===== config.mk =====
export PLATFORM = sky130hd
export DESIGN_NAME = tpu_seq_ctrl
export DESIGN_NICKNAME = d
export VERILOG_FILES = /design/src/rtl/tpu_seq_ctrl.sv
export SDC_FILE = /design/constraint.sdc
export NUM_CORES = 1
export LEC_CHECK = 0
export ABC_CLOCK_PERIOD_IN_PS = 6500
export BUFFER_PORTS_ARGS = -buffer_cell sky130_fd_sc_hd__buf_2
export CAP_MARGIN = 20
export CORE_MARGIN = 2
export CORE_UTILIZATION = 55
export CTS_CLUSTER_DIAMETER = 50
export DETAILED_ROUTE_END_ITERATION = 8
export PLACE_DENSITY = 0.95
export SYNTH_ARGS = -nofsm -noshare
export SYNTH_HDL_FRONTEND = slang
export SYNTH_SLANG_ARGS = --single-unit

===== constraint.sdc =====
create_clock -name i_clk -period 6.5 [get_ports i_clk]
set_clock_uncertainty 0.2 [all_clocks]
set_input_delay 0.325 -clock i_clk [delete_from_list [all_inputs] [get_ports i_clk]]
set_output_delay 0.325 -clock i_clk [all_outputs]
set_load 0.02 [all_outputs]

===== src/rtl/tpu_seq_ctrl.sv =====
// tpu_seq_ctrl: APB register block and tile sequencer for the 2x2 systolic MAC array.
// Holds the four tile weights. For each tile it pops both input FIFOs for two cycles,
// then pushes four result words alternating between column 0 and column 1.
module tpu_seq_ctrl #(
    parameter int unsigned RES_DEPTH = 16,
    parameter int unsigned LVL_W     = 5
) (
    input  logic             i_clk,
    input  logic             i_rstn,
    input  logic             i_psel,
    input  logic             i_penable,
    input  logic             i_pwrite,
    input  logic [7:0]       i_paddr,
    input  logic [31:0]      i_pwdata,
    output logic [31:0]      o_prdata,
    output logic             o_pready,
    output logic [31:0]      o_w00,
    output logic [31:0]      o_w01,
    output logic [31:0]      o_w10,
    output logic [31:0]      o_w11,
    input  logic [LVL_W-1:0] i_in_lvl0,
    input  logic [LVL_W-1:0] i_in_lvl1,
    input  logic [LVL_W-1:0] i_res_lvl,
    output logic             o_in_rd,
    output logic             o_res_wr,
    output logic             o_res_sel,
    output logic             o_busy,
    output logic             o_irq
);

    localparam logic [7:0] A_CTRL   = 8'h00;
    localparam logic [7:0] A_W00    = 8'h04;
    localparam logic [7:0] A_W01    = 8'h08;
    localparam logic [7:0] A_W10    = 8'h0C;
    localparam logic [7:0] A_W11    = 8'h10;
    localparam logic [7:0] A_STATUS = 8'h14;
    localparam logic [7:0] A_TCNT   = 8'h18;

    typedef enum logic [2:0] {
        S_IDLE  = 3'd0,
        S_WAIT  = 3'd1,
        S_FEED0 = 3'd2,
        S_FEED1 = 3'd3,
        S_DRN0  = 3'd4,
        S_DRN1  = 3'd5,
        S_DRN2  = 3'd6,
        S_DRN3  = 3'd7
    } state_t;

    state_t      state_q, state_d;
    logic [31:0] w00_q, w01_q, w10_q, w11_q;
    logic        irq_en_q;
    logic [7:0]  num_tiles_q;
    logic        done_q, err_q;
    logic [7:0]  tile_cnt_q;
    logic [31:0] rdata;

    logic        wr_en, busy, ctrl_wr, wgt_wr, stat_wr;
    logic        abort_req, start_req, start_ok, start_zero, err_set;
    logic        tile_end, last_tile, done_set;
    logic [7:0]  tile_inc;
    logic [LVL_W:0] res_need;
    logic        res_ok, in_ok;

    assign wr_en   = i_psel & i_penable & i_pwrite;
    assign busy    = (state_q != S_IDLE);
    assign ctrl_wr = wr_en & (i_paddr == A_CTRL);
    assign wgt_wr  = wr_en & ((i_paddr == A_W00) | (i_paddr == A_W01) |
                              (i_paddr == A_W10) | (i_paddr == A_W11));
    assign stat_wr = wr_en & (i_paddr == A_STATUS);

    // ABORT overrides START in the same write; START is only considered when idle
    assign abort_req  = ctrl_wr & i_pwdata[2];
    assign start_req  = ctrl_wr & i_pwdata[0] & ~i_pwdata[2] & ~busy;
    assign start_ok   = start_req & (i_pwdata[15:8] != 8'd0);
    assign start_zero = start_req & (i_pwdata[15:8] == 8'd0);
    assign err_set    = ((ctrl_wr | wgt_wr) & busy) | start_zero;

    assign tile_inc  = tile_cnt_q + 8'd1;
    assign last_tile = (tile_inc == num_tiles_q);
    assign tile_end  = (state_q == S_DRN3) & ~abort_req;
    assign done_set  = tile_end & last_tile;

    // Result space is checked once per tile so the four drain pushes never stall
    assign res_need = {1'b0, i_res_lvl} + (LVL_W+1)'(4);
    assign res_ok   = (res_need <= (LVL_W+1)'(RES_DEPTH));
    assign in_ok    = (i_in_lvl0 >= LVL_W'(2)) && (i_in_lvl1 >= LVL_W'(2));

    // Sequencer state register
    always_ff @(posedge i_clk or negedge i_rstn) begin
        if (!i_rstn) begin
            state_q <= S_IDLE;
        end else begin
            state_q <= state_d;
        end
    end

    // Next-state decode and Moore strobe outputs
    always_comb begin
        state_d   = state_q;
        o_in_rd   = 1'b0;
        o_res_wr  = 1'b0;
        o_res_sel = 1'b0;
        o_busy    = (state_q != S_IDLE);
        case (state_q)
            S_IDLE:  if (start_ok) state_d = S_WAIT;
            S_WAIT:  if (in_ok && res_ok) state_d = S_FEED0;
            S_FEED0: begin o_in_rd = 1'b1; state_d = S_FEED1; end
            S_FEED1: begin o_in_rd = 1'b1; state_d = S_DRN0; end
            S_DRN0:  begin o_res_wr = 1'b1; state_d = S_DRN1; end
            S_DRN1:  begin o_res_wr = 1'b1; o_res_sel = 1'b1; state_d = S_DRN2; end
            S_DRN2:  begin o_res_wr = 1'b1; state_d = S_DRN3; end
            S_DRN3:  begin
                o_res_wr  = 1'b1;
                o_res_sel = 1'b1;
                state_d   = last_tile ? S_IDLE : S_WAIT;
            end
            default: state_d = S_IDLE;
        endcase
        if (abort_req) state_d = S_IDLE;
    end

    // Software-visible registers; hardware sets of DONE/ERR take priority over clears
    always_ff @(posedge i_clk or negedge i_rstn) begin
        if (!i_rstn) begin
            w00_q       <= '0;
            w01_q       <= '0;
            w10_q       <= '0;
            w11_q       <= '0;
            irq_en_q    <= 1'b0;
            num_tiles_q <= '0;
            done_q      <= 1'b0;
            err_q       <= 1'b0;
            tile_cnt_q  <= '0;
        end else begin
            if (wr_en && !busy) begin
                case (i_paddr)
                    A_CTRL: begin
                        irq_en_q    <= i_pwdata[1];
                        num_tiles_q <= i_pwdata[15:8];
                    end
                    A_W00:   w00_q <= i_pwdata;
                    A_W01:   w01_q <= i_pwdata;
                    A_W10:   w10_q <= i_pwdata;
                    A_W11:   w11_q <= i_pwdata;
                    default: ;
                endcase
            end
            if (start_ok) begin
                tile_cnt_q <= '0;
            end else if (tile_end) begin
                tile_cnt_q <= tile_inc;
            end
            if (done_set) begin
                done_q <= 1'b1;
            end else if (start_ok || (stat_wr && i_pwdata[1])) begin
                done_q <= 1'b0;
            end
            if (err_set) begin
                err_q <= 1'b1;
            end else if (stat_wr && i_pwdata[2]) begin
                err_q <= 1'b0;
            end
        end
    end

    // Read-data mux
    always_comb begin
        rdata = '0;
        case (i_paddr)
            A_CTRL:   rdata = {16'd0, num_tiles_q, 6'd0, irq_en_q, 1'b0};
            A_W00:    rdata = w00_q;
            A_W01:    rdata = w01_q;
            A_W10:    rdata = w10_q;
            A_W11:    rdata = w11_q;
            A_STATUS: rdata = {29'd0, err_q, done_q, busy};
            A_TCNT:   rdata = {24'd0, tile_cnt_q};
            default:  rdata = '0;
        endcase
    end

    assign o_prdata = (i_psel & ~i_pwrite) ? rdata : '0;
    assign o_pready = 1'b1;
    assign o_w00    = w00_q;
    assign o_w01    = w01_q;
    assign o_w10    = w10_q;
    assign o_w11    = w11_q;
    assign o_irq    = done_q & irq_en_q;

endmodule


==> impl_metrics.env <==
export IMPL_outcome="finished clean"
export IMPL_synth_ff_latch_count=150
export IMPL_layout_area_overhead_vs_synth_pct=26.8
export IMPL_fillerInstances=879
export IMPL_switching_share_pct=25.3
export IMPL_path_cells="buf_2 -> or4_4 -> nor3_4 -> and3b_1 -> buf_4 -> a222oi_1 -> a21oi_1 -> buf_2"
export IMPL_cp_slowest_cell="and3b_1"
export IMPL_synthArstFlopShare_pct=100
export IMPL_drv_slew=0
export IMPL_drv_cap=0
export IMPL_critPathCaptureType="output port"
export IMPL_routed_wl_um=20700
export IMPL_post_place_ws_ps=2830
export IMPL_yosysWarnings=0
export IMPL_drt_initial_drc_count=461
export IMPL_syn_area_sq_um=7350
export IMPL_fin_nets=840
export IMPL_cts_setup_buffers=0
export IMPL_setup_slack_ps=2820
export IMPL_grt_antenna_before_repair=0
export IMPL_ctsResizeCount=0
export IMPL_start_kind="primary input"
export IMPL_insertion_delay_ps=400
export IMPL_cts_tree="built"
export IMPL_grt_first_pass_wirelength_um=32500
export IMPL_power_frac_clock_pct=43.4
export IMPL_cp_startpoint="i_paddr[1]"
export IMPL_critical_path_class="in -> out"
export IMPL_slew_headroom_pct=32.5
export IMPL_final_min_clock_period_ps=3680
export IMPL_io_pin_count=226
export IMPL_avgSynthCellArea_sq_um=13.3
export IMPL_synth_area_top_cells="dfrtp_1, mux2_4, mux2_2, a22oi_1, a21oi_1"
export IMPL_grt_pass1_vias=6157
export IMPL_final_cell_area_sq_um=9320
export IMPL_cp_max_fo=16
export IMPL_rr_startpoint="state_q[2]$_DFFE_PN0P_"
export IMPL_multiInputGateArea_sq_um=3330
export IMPL_io_buffers=222
export IMPL_max_freq_ghz=0.272
export IMPL_ant_nets=0
export IMPL_synth_edf_count=0
export IMPL_ys_seq_area_share_pct=51.1
export IMPL_rsz0062_at_grt="false"
export IMPL_hp_start="i_pwdata[9]"
export IMPL_period_share_pct=56.7
export IMPL_vias=5913
export IMPL_die_w_um=120
export IMPL_synth_top_cell_area_share_pct=51.1
export IMPL_synth_top_cells_by_count="dfrtp_1, mux2_2, mux2_4"
export IMPL_cts_sinks=150
export IMPL_yosys_cell_types_count=57
export IMPL_tns_ps=0
export IMPL_cts_clk_slew_worst_paths_ps=60
export IMPL_dr_pass1_iters=6
export IMPL_cts_root_buffer="clkbuf_16"
export IMPL_cts_buffers=17
export IMPL_p_int_mw=1.72
export IMPL_power_switching_mw=0.584
export IMPL_diodes=0
export IMPL_synth_main_ff_cell="dfrtp_1"
export IMPL_cpMostUsedCell="buf_2"
export IMPL_die_area_sq_um=14300
export IMPL_grt_usage_pct=29.3
export IMPL_place_congestion=0.853
export IMPL_required_ps=5970
export IMPL_slowest_delay_ps=620
export IMPL_hold_viol=0
export IMPL_grt_max_degree=80
export IMPL_p_leak_nw=5.01
export IMPL_cts_buffer_depth=2
export IMPL_cp_arrival_ps=3160
export IMPL_start_util_pct=55.9
export IMPL_yosysTopAreaCell="dfrtp_1"
export IMPL_coreArea_sq_um=13100
export IMPL_routedWlPerCell_um=21.3
export IMPL_min_path_type="in -> reg"
export IMPL_ff_latch_area_sq_um=3750
export IMPL_seqPwrFrac_pct=44.8
export IMPL_route_detailed_drc=0
export IMPL_p_per_area_nw_per_um2=247
export IMPL_placed_area_sq_um=8490
export IMPL_vdd_drop_max_mv=0.133
export IMPL_grt_ovfl_total=0
export IMPL_synth_fp_nets=613
export IMPL_dp_hpwl_um=13100
export IMPL_synth_cells=552
export IMPL_drive_above_1_share_pct=51.6
export IMPL_worstMarginPinSlew_ps=1010
export IMPL_avgViaCountPerCell=6.11
export IMPL_synth_most_common_cell="dfrtp_1"
export IMPL_power_frac_comb_pct=11.8
export IMPL_die_y_um=120
export IMPL_num_rows=42
export IMPL_setup_viol=0
export IMPL_h_tree_depth=4
export IMPL_ctsHoldBuffers=22
-- cell families after synthesis --
group / after synthesis / share of synthesized area, %
flops: 150 / 51.1
mux: 145 / 26.2
compound gates: 103 / 9.82
simple gates: 89 / 7.08
buf+inv: 46 / 3.57
xor+xnor: 17 / 2.03
fa+ha+maj: 1 / 0.170
other cells: 1 / 0.0510
-- registers in the layout (all words and copies together) (netlist names) --
name / count
o_w00: 32
o_w01: 32
o_w10: 32
o_w11: 32
num_tiles_q: 8
tile_cnt_q: 8
state_q: 3
done_q: 1
err_q: 1
irq_en_q: 1
-- layout make-up --
cell class	instances	share of cell area, %
clock buffer	24	5.17
timing repair buffer	252	15.0
sequential	150	40.3
inverter	2	0.0806
clock inverter	8	1.30
tap	176	2.36
multi-input combinational	356	35.8
-- cells in the final DEF (no fill, tap or decap), types with 3 or more instances in the layout --
master         instances
a21oi_1               27
a222oi_1               8
a22oi_1               49
a31oi_1                4
and2_1                 3
and3_1                 4
buf_2                221
buf_4                  8
bufinv_16              3
clkbuf_1               4
clkbuf_16             17
clkbuf_8               3
clkinv_2               3
dfrtp_1              150
dlygate4sd3_1         22
mux2_1                 3
mux2_2                76
mux2_4                60
mux4_2                 6
nand2_1               10
nand3_1                7
nand4_1                3
nor2_1                25
nor3_1                 4
nor4_1                 7
o21ai_0                3
or4_1                  3
xnor2_1               12
xor2_1                 5
-- metrics by stage --
step	instances	power (mW)	util (%)	hold WS (ps)
floorplan	552	1.21	-	-171
global placement	914	1.29	64.6	200
detailed placement	914	1.30	64.6	200
CTS	968	2.32	70.9	5.22
global route	968	2.41	70.9	9.51
finish	968	2.31	70.9	29.6
-- per-layer routing --
| layer | vias to the layer above | global-route usage, % | wire length, um |
|---|---|---|---|
| met2 | 376 | 47.2 | 10100 |
| met5 | - | 0 | 0 |
| met1 | 2935 | 36.6 | 8020 |
| met4 | 0 | 17.1 | 979 |
| met3 | 80 | 6.32 | 1570 |
| li1 | 2522 | - | - |
-- power groups by stage --
stage	Combinational (mW)	Sequential, mW	Clock (mW)
after floorplan	0.192	1.02	0
after global placement	0.246	1.05	0
after detailed placement	0.256	1.05	0
after CTS	0.271	1.03	1.01
after global routing	0.300	1.04	1.07
final	0.272	1.03	1.00
-- critical path: cells and delay by family --
kind	cells	cell delay [ps]
and+or+nand+nor	3	1700
buffers and inverters	3	710
AOI/OAI and AO/OA	2	390
-- path summary, 6_finish.rpt --
path                                              end  slack (ps)  cells past startpoint
worst max-delay path                      o_prdata[0]        2820                      8
worst min-delay path             o_w10[9]$_DFFE_PN0P_          30                      2
min in group asynchronous       o_w11[13]$_DFFE_PN0P_         300                      2
worst min register to register      err_q$_DFFE_PN0P_         280                      1
worst max register to register  o_w11[28]$_DFFE_PN0P_        3620                      4
max in group asynchronous       o_w00[23]$_DFFE_PN0P_        4400                      3
No activity file was read; power rests on OpenSTA's default activity.
